File: config.mk
export PLATFORM = sky130hd
export DESIGN_NAME = glitch_alarm_ctrl
export DESIGN_NICKNAME = d
export VERILOG_FILES = /design/src/rtl/glitch_alarm_ctrl.sv
export SDC_FILE = /design/constraint.sdc
export NUM_CORES = 1
export LEC_CHECK = 0
export CAP_MARGIN = 30
export CORE_UTILIZATION = 51
export DETAILED_ROUTE_END_ITERATION = 10
export GPL_ROUTABILITY_DRIVEN = 0
export GPL_TIMING_DRIVEN = 0
export PLACE_DENSITY = 0.76
export SYNTH_ARGS = -nofsm -noshare
export SYNTH_HDL_FRONTEND = slang
export SYNTH_SLANG_ARGS = --single-unit
File: constraint.sdc
create_clock -name clk -period 6.05 [get_ports clk]
set_clock_uncertainty 0.1 [all_clocks]
set_input_delay 1.815 -clock clk [delete_from_list [all_inputs] [get_ports clk]]
set_output_delay 1.815 -clock clk [all_outputs]
set_load 0.05 [all_outputs]
File: src/rtl/glitch_alarm_ctrl.sv
// rtl/glitch_alarm_ctrl.sv - clock-glitch alarm response FSM: arm, monitor, confirm, halt/reset, lockout.
// Define GLITCH_ALARM_STICKY_EN to make LOCKOUT exitable only through rst.
module glitch_alarm_ctrl #(
    parameter int NUMBER_OF_CLK   = 4,
    parameter int ARM_CYCLES      = 8,
    parameter int MISMATCH_THRESH = 3,
    parameter int WINDOW_CYCLES   = 64,
    parameter int HOLD_CYCLES     = 16
) (
    input  logic                     clk,
    input  logic                     rst,
    input  logic                     arm_i,
    input  logic                     clr_i,
    input  logic                     mismatch_i,
    input  logic                     alarm_i,
    output logic [NUMBER_OF_CLK-1:0] cnt_en_o,
    output logic                     core_halt_o,
    output logic                     core_rst_req_o,
    output logic                     irq_o,
    output logic [2:0]               state_o,
    output logic [7:0]               event_cnt_o
);
    localparam int WARM_W = (ARM_CYCLES > 1) ? $clog2(ARM_CYCLES) : 1;
    localparam int WIN_W  = (WINDOW_CYCLES > 1) ? $clog2(WINDOW_CYCLES) : 1;
    localparam int HOLD_W = (HOLD_CYCLES > 1) ? $clog2(HOLD_CYCLES) : 1;
    localparam int HIT_W  = $clog2(MISMATCH_THRESH + 1);

    typedef enum logic [2:0] {
        IDLE    = 3'd0,
        WARMUP  = 3'd1,
        MONITOR = 3'd2,
        CONFIRM = 3'd3,
        RESPOND = 3'd4,
        LOCKOUT = 3'd5
    } state_t;

    state_t                   r_state, w_state;
    logic [WARM_W-1:0]        r_warm, w_warm;
    logic [WIN_W-1:0]         r_win, w_win;
    logic [HOLD_W-1:0]        r_hold, w_hold;
    logic [HIT_W-1:0]         r_hits, w_hits;
    logic [HIT_W-1:0]         w_hits_inc;
    logic [NUMBER_OF_CLK-1:0] r_cnt_en;
    logic                     r_halt;
    logic                     r_rst_req;
    logic [7:0]               r_evt;

    assign w_hits_inc = r_hits + HIT_W'(1);

    always_comb begin
        w_state = r_state;
        w_warm  = r_warm;
        w_win   = r_win;
        w_hold  = r_hold;
        w_hits  = r_hits;
        case (r_state)
            IDLE: begin
                if (arm_i) begin
                    w_state = WARMUP;
                    w_warm  = WARM_W'(ARM_CYCLES - 1);
                end
            end
            WARMUP: begin
                if (!arm_i) begin
                    w_state = IDLE;
                    w_warm  = '0;
                    w_win   = '0;
                    w_hits  = '0;
                end else if (r_warm == '0) begin
                    w_state = MONITOR;
                end else begin
                    w_warm = r_warm - WARM_W'(1);
                end
            end
            MONITOR: begin
                if (alarm_i) begin
                    w_state = RESPOND;
                    w_hold  = HOLD_W'(HOLD_CYCLES - 1);
                end else if (!arm_i) begin
                    w_state = IDLE;
                    w_win   = '0;
                    w_hits  = '0;
                end else if (mismatch_i) begin
                    w_state = CONFIRM;
                    w_hits  = HIT_W'(1);
                    w_win   = WIN_W'(WINDOW_CYCLES - 1);
                end
            end
            CONFIRM: begin
                // alarm outranks disarm, threshold and window expiry
                if (alarm_i || (arm_i && mismatch_i && w_hits_inc == HIT_W'(MISMATCH_THRESH))) begin
                    w_state = RESPOND;
                    w_hold  = HOLD_W'(HOLD_CYCLES - 1);
                    w_win   = '0;
                    w_hits  = '0;
                end else if (!arm_i) begin
                    w_state = IDLE;
                    w_win   = '0;
                    w_hits  = '0;
                end else if (r_win == '0) begin
                    w_state = MONITOR;
                    w_hits  = '0;
                end else begin
                    w_win = r_win - WIN_W'(1);
                    if (mismatch_i) begin
                        w_hits = w_hits_inc;
                    end
                end
            end
            RESPOND: begin
                if (r_hold == '0) begin
                    w_state = LOCKOUT;
                end else begin
                    w_hold = r_hold - HOLD_W'(1);
                end
            end
            LOCKOUT: begin
`ifdef GLITCH_ALARM_STICKY_EN
                w_state = LOCKOUT;
`else
                if (clr_i) begin
                    w_state = IDLE;
                end
`endif
            end
            default: begin
                w_state = LOCKOUT;
            end
        endcase
    end

    always_ff @(posedge clk or negedge rst) begin
        if (!rst) begin
            r_state   <= IDLE;
            r_warm    <= '0;
            r_win     <= '0;
            r_hold    <= '0;
            r_hits    <= '0;
            r_cnt_en  <= '0;
            r_halt    <= 1'b0;
            r_rst_req <= 1'b0;
            r_evt     <= 8'd0;
        end else begin
            r_state   <= w_state;
            r_warm    <= w_warm;
            r_win     <= w_win;
            r_hold    <= w_hold;
            r_hits    <= w_hits;
            // outputs are decoded from the next state so they line up with state_o
            r_cnt_en  <= (w_state == MONITOR || w_state == CONFIRM) ? '1 : '0;
            r_halt    <= (w_state == RESPOND || w_state == LOCKOUT);
            r_rst_req <= (w_state == RESPOND) && (w_hold == '0);
            if (w_state == RESPOND && r_state != RESPOND && r_evt != 8'hFF) begin
                r_evt <= r_evt + 8'd1;
            end
        end
    end

    assign state_o        = r_state;
    assign cnt_en_o       = r_cnt_en;
    assign core_halt_o    = r_halt;
    assign irq_o          = r_halt;
    assign core_rst_req_o = r_rst_req;
    assign event_cnt_o    = r_evt;
endmodule

* Word-level counts from Yosys, hierarchy flattened
Index checks and enable logic that the tools add are counted.
Storage, ports and cells: flip-flop bits (word level) 32, input port bits 6, output and inout port bits 18, logic and storage cells 89
Cells by class: add/sub/neg operators 5, equal/unequal tests 19, muxes and demuxes 38, reductions and logical operators 18
Operator list (number):
- 3-bit two-way mux | 14
- 6-bit two-way mux | 7
- 3-bit case mux with 6 select lines | 1
- 6-bit case mux with 3 select lines | 1
- 2-bit two-way mux | 8
- 4-bit two-way mux | 4
- 3-bit by 2-bit equality test with 1-bit output (second input constant) | 4
- 3-bit equality test (second input constant) | 4
- 4-bit case mux with 3 select lines | 1
- 5-bit AND reduction | 2
- 3-bit inequality test (second input constant) | 3
- 8-bit by 1-bit adder with 8-bit output (second input constant) | 1
- 4-bit zero test | 2
- 8-bit inequality test (second input constant) | 1
- 3-bit zero test | 2
- 6-bit zero test | 1
- 2-bit inequality test (second input constant) | 3
- 2-bit case mux with 3 select lines | 1
- 3-bit case mux with 2 select lines | 1
- 6-bit by 1-bit subtractor with 6-bit output (second input constant) | 1
- 1-bit logical AND | 5
- 5-bit inequality test (second input constant) | 1
- 4-bit inequality test (second input constant) | 1
- 4-bit by 1-bit subtractor with 4-bit output (second input constant) | 1
- 8 further kinds | 10

* Depth between registers and ports, before layout
depth in word-level cells 9, depth in mapped cells 8, mapped depth without buffers 8

* Worst setup path before layout
Ideal clock, no wire load.
kind input to register, from in arm_i, to reg r_win[3], setup time 0.129 ns, arrival time 3.286 ns, data required time 5.821 ns, setup slack 2.535 ns, cell stages on the path 7, buffers on the path 2, cells stage by stage buf_4 inv_1 or4b_2 buf_2 o21ai_4 or2_2 o21ai_0
On the way: word-level cells in the longest chain between the ends 5, elaborated cells between the ends (all ways) 12, those cells by class eq/ne: 3; mux: 5; reduce/logical: 4
Ends and longest elaborated chain:
- start: declaration | line 12 | input logic arm_i,
- 1-bit logical AND (2 in a row) | line 91 | if (alarm_i || (arm_i && mismatch_i && w_hits_inc == HIT_W'(MISMATCH_THRESH))) begin
- 1-bit logical OR | line 91
- 4-bit inequality test (no source line) or 6-bit two-way mux (tied branches)
- 5-bit AND reduction (no source line) or 6-bit case mux with 3 select lines (tied branches)
- end signal: assignment | line 146 | r_win <= w_win;
- end: declaration | line 39 | logic [WIN_W-1:0] r_win, w_win;
Several ways; a longest one is shown, not always the timed one. The select of a mux whose other input is x is not followed. A chain may end at the register's enable or synchronous reset.

* Worst setup path after layout
from in alarm_i, to reg r_hits[0]
On the way: word-level cells in the longest chain between the ends 3, elaborated cells between the ends (all ways) 6, those cells by class eq/ne: 2; mux: 2; reduce/logical: 2
Ends and longest elaborated chain:
- start: declaration | line 15 | input logic alarm_i,
- 1-bit logical OR | line 91
- 5-bit inequality test (no source line) or 2-bit two-way mux (tied branches)
- 5-bit AND reduction (no source line) or 2-bit case mux with 3 select lines (tied branches)
- end signal: assignment | line 148 | r_hits <= w_hits;
- end: declaration | line 41 | logic [HIT_W-1:0] r_hits, w_hits;
Several ways; a longest one is shown, not always the timed one.

==> results.toml <==
[outcome]
outcome = "finished, final reports clean"

[synth]
yosys-top-cells-area = "dfrtp_1 44%, o21ai_0 5.1%, ha_1 4.5%, a21oi_1 3.3%, inv_1 3.2%"
syn_area_mm2 = 0.00165
synth_largest_area_cell = "dfrtp_1"
syn_nets = 191
avgSynthCellArea_um2 = 9.24
ys.flop_type = "dfrtp_1"
yosysWarnings = 0
synth_edf_count = 0
synth-async-reset-ratio_pct = 100
synth.top_cell.area_share_pct = 43.9
synth-seq-cells = 29
syn_inst = 179
synth_cell_types = 44
seq_area_frac_synth_pct = 43.9

[clocking]
clock-sinks = 29
post_cts_resized = 0
cts_tree = "done"
root_buffer = "clkbuf_4"
clkTransAtPathRegs_ns = 0.09
cts_setup_buffers = 0
h-tree-depth = 2
clk_latency_ns = 0.33
holdBufCountCts = 0
clock_path_buffers = 2
cts_buffers = 5

[drt]
wirelength_mm = 3.64
first_iter_violations = 68
via_per_inst = 5.65
dr.pass1.iters = 4
drc = 0
via_count = 1430
post_drt_wl_per_cell_um = 14.4
ant_nets = 0

[placement]
dp_cells = 245
io_buffer_count = 21
hpwl_mm = 2.76
place_area_mm2 = 0.00195
pre_cts_slack_ns = 2.00

[grt]
grt_use_met3_pct = 5.93
grt_pass1_vias = 1416
busiest_layer = "met2"
antenna_found_initial = 0
grt_use_met2_pct = 40.4
grt_max_degree = 18
grt_pass1_wl_mm = 6.14
grt_usage_pct = 23.7
grtUsageMet1_pct = 28.6
grt.overflow.total = 0

[hold_path]
holdCritStartpoint = "event_cnt_o[7]"
hold_path.class = "register to register"

[worst_setup_path]
cp_cell_sequence = "clkdlybuf4s50_1 > nor4b_1 > nand2_1 > o21a_1 > nor2_1 > a21oi_1"
cpMaxStageDelayCell = "nor4b_1"
path_class = "primary input to register"
critPathCaptureType = "register"
crit_family = "simple AND/OR/NAND/NOR gates"
critPathBufInv = 1
worstPathMaxFanout = 6
cpPeakStageDelay_ns = 0.86
crit_path_start_kind = "primary input"
cp-startpoint = "alarm_i"
r2r_setup_slack_ns = 3.66
r2r_start = "r_hits[0]"
critPathArrivalTime_ns = 3.85
crit_required_ns = 6.16

[floorplanning]
dieArea_mm2 = 0.00348
start_util_pct = 54.2
dieHeight_um = 59.0
coreArea_mm2 = 0.00305
io_pins = 24
num_rows = 20
fp.dieW_um = 59.0

[sta]
timing.hold.ws_ns = 0.395
fin_crit_ns = 3.74
final.setup.tns_ns = 0
report.final.slew_viol_count = 0
worst_pin_slew_ns = 0.940
rsz0062_at_grt = "no"
timing.final.crit_share_pct = 61.8
worst_slack_ns = 2.31
max_slew_margin_pct = 36.5
setup_viol = 0
hold_viol = 0
fmax_mhz = 267

[cells_and_area]
nNetsFinal = 220
fin_util_pct = 66.6
fill_cells = 254
antenna-diode-count = 0
drive_gt1_share_pct = 11.0
area_growth_pct = 22.8
mostFrequentLayoutCells = "29 x dfrtp_1, 21 x clkdlybuf4s50_1, 17 x o21ai_0"
instances_no_fill = 253
design_area_mm2 = 0.00203
final_common_cell = "dfrtp_1"

[flow_run]
drv_cap = 0

[power_and_ir_drop]
p_comb_share_pct = 46.7
p_leak_nw = 0.870
internal_power_mw = 0.498
power_mw = 0.864
vdd_ir_drop_max_mv = 0.304
seqPwrFrac_pct = 34.6
switching_share_pct = 42.4
p_switching_mw = 0.366
powerDensity_mw_per_mm2 = 425
power_frac_clock_pct = 18.8
[per-layer routing]
layer | vias to the layer above | part of all wire, %
met2 | 44 | 50
met4 | 0 | 2.1
met3 | 8 | 4.0
met5 | - | 0
li1 | 694 | -
met1 | 684 | 44
[cell type report]
type	count	area, um^2	area share [%]
multi-input cells	126	808	39.8
flip-flops and latches	29	726	35.7
repair buffers	22	238	11.7
plain buffers	10	67.6	3.33
clock buffers	7	55.1	2.71
well taps	44	55.1	2.71
inverters	14	52.6	2.59
clock inverters	1	30.0	1.48
[sequential cells by signal, summed over array words and instances, names as in the netlist]
signal and count:
core_rst_req_o 1, state_o 3, r_warm 3, cnt_en_o 1, r_hits 2, core_halt_o 1, r_win 6, r_hold 4
event_cnt_o 8
[Yosys cell counts (3+ instances only)]
library cell and n:
dfrtp_1 29, o21ai_0 17, inv_1 14, nor2_1 14
a21oi_1 11, nand2_1 10, nor3_1 7, ha_1 6
xnor2_1 6, buf_4 5, nand4_1 5, and3_1 4
nand3_1 4, nor3b_1 4, a211oi_1 3, a31oi_1 3
buf_2 3, nand2b_1 3, nand3b_1 3
[final timing paths]
kind	end	cells past startpoint
max	r_hits[0]	6
min	event_cnt_o[7]	1
max reg2reg	r_hits[0]	8
min reg2reg	event_cnt_o[7]	1
max in group asynchronous	event_cnt_o[6]	2
min in group asynchronous	r_warm[0]	1
[cell families (layout without fill, tap and decap cells)]
family          count (synthesis)  after routing  share of synthesized area, %
simple gates                   64             64                          21.4
compound gates                 46             46                          17.3
flops                          29             29                          43.9
buf+inv                        24             54                          7.26
xor+xnor                        7              7                          3.71
fa+ha+maj                       6              6                          4.54
mux                             3              3                          1.89
[power groups by stage]
stage	sequential, mW	clock [mW]	combinational (mW)
after floorplan	0.362	0	0.222
after global placement	0.297	0	0.383
after global routing	0.306	0.175	0.442
after detailed placement	0.302	0	0.402
after CTS	0.298	0.167	0.403
final	0.299	0.162	0.403
No activity file was read; power rests on OpenSTA's default activity.
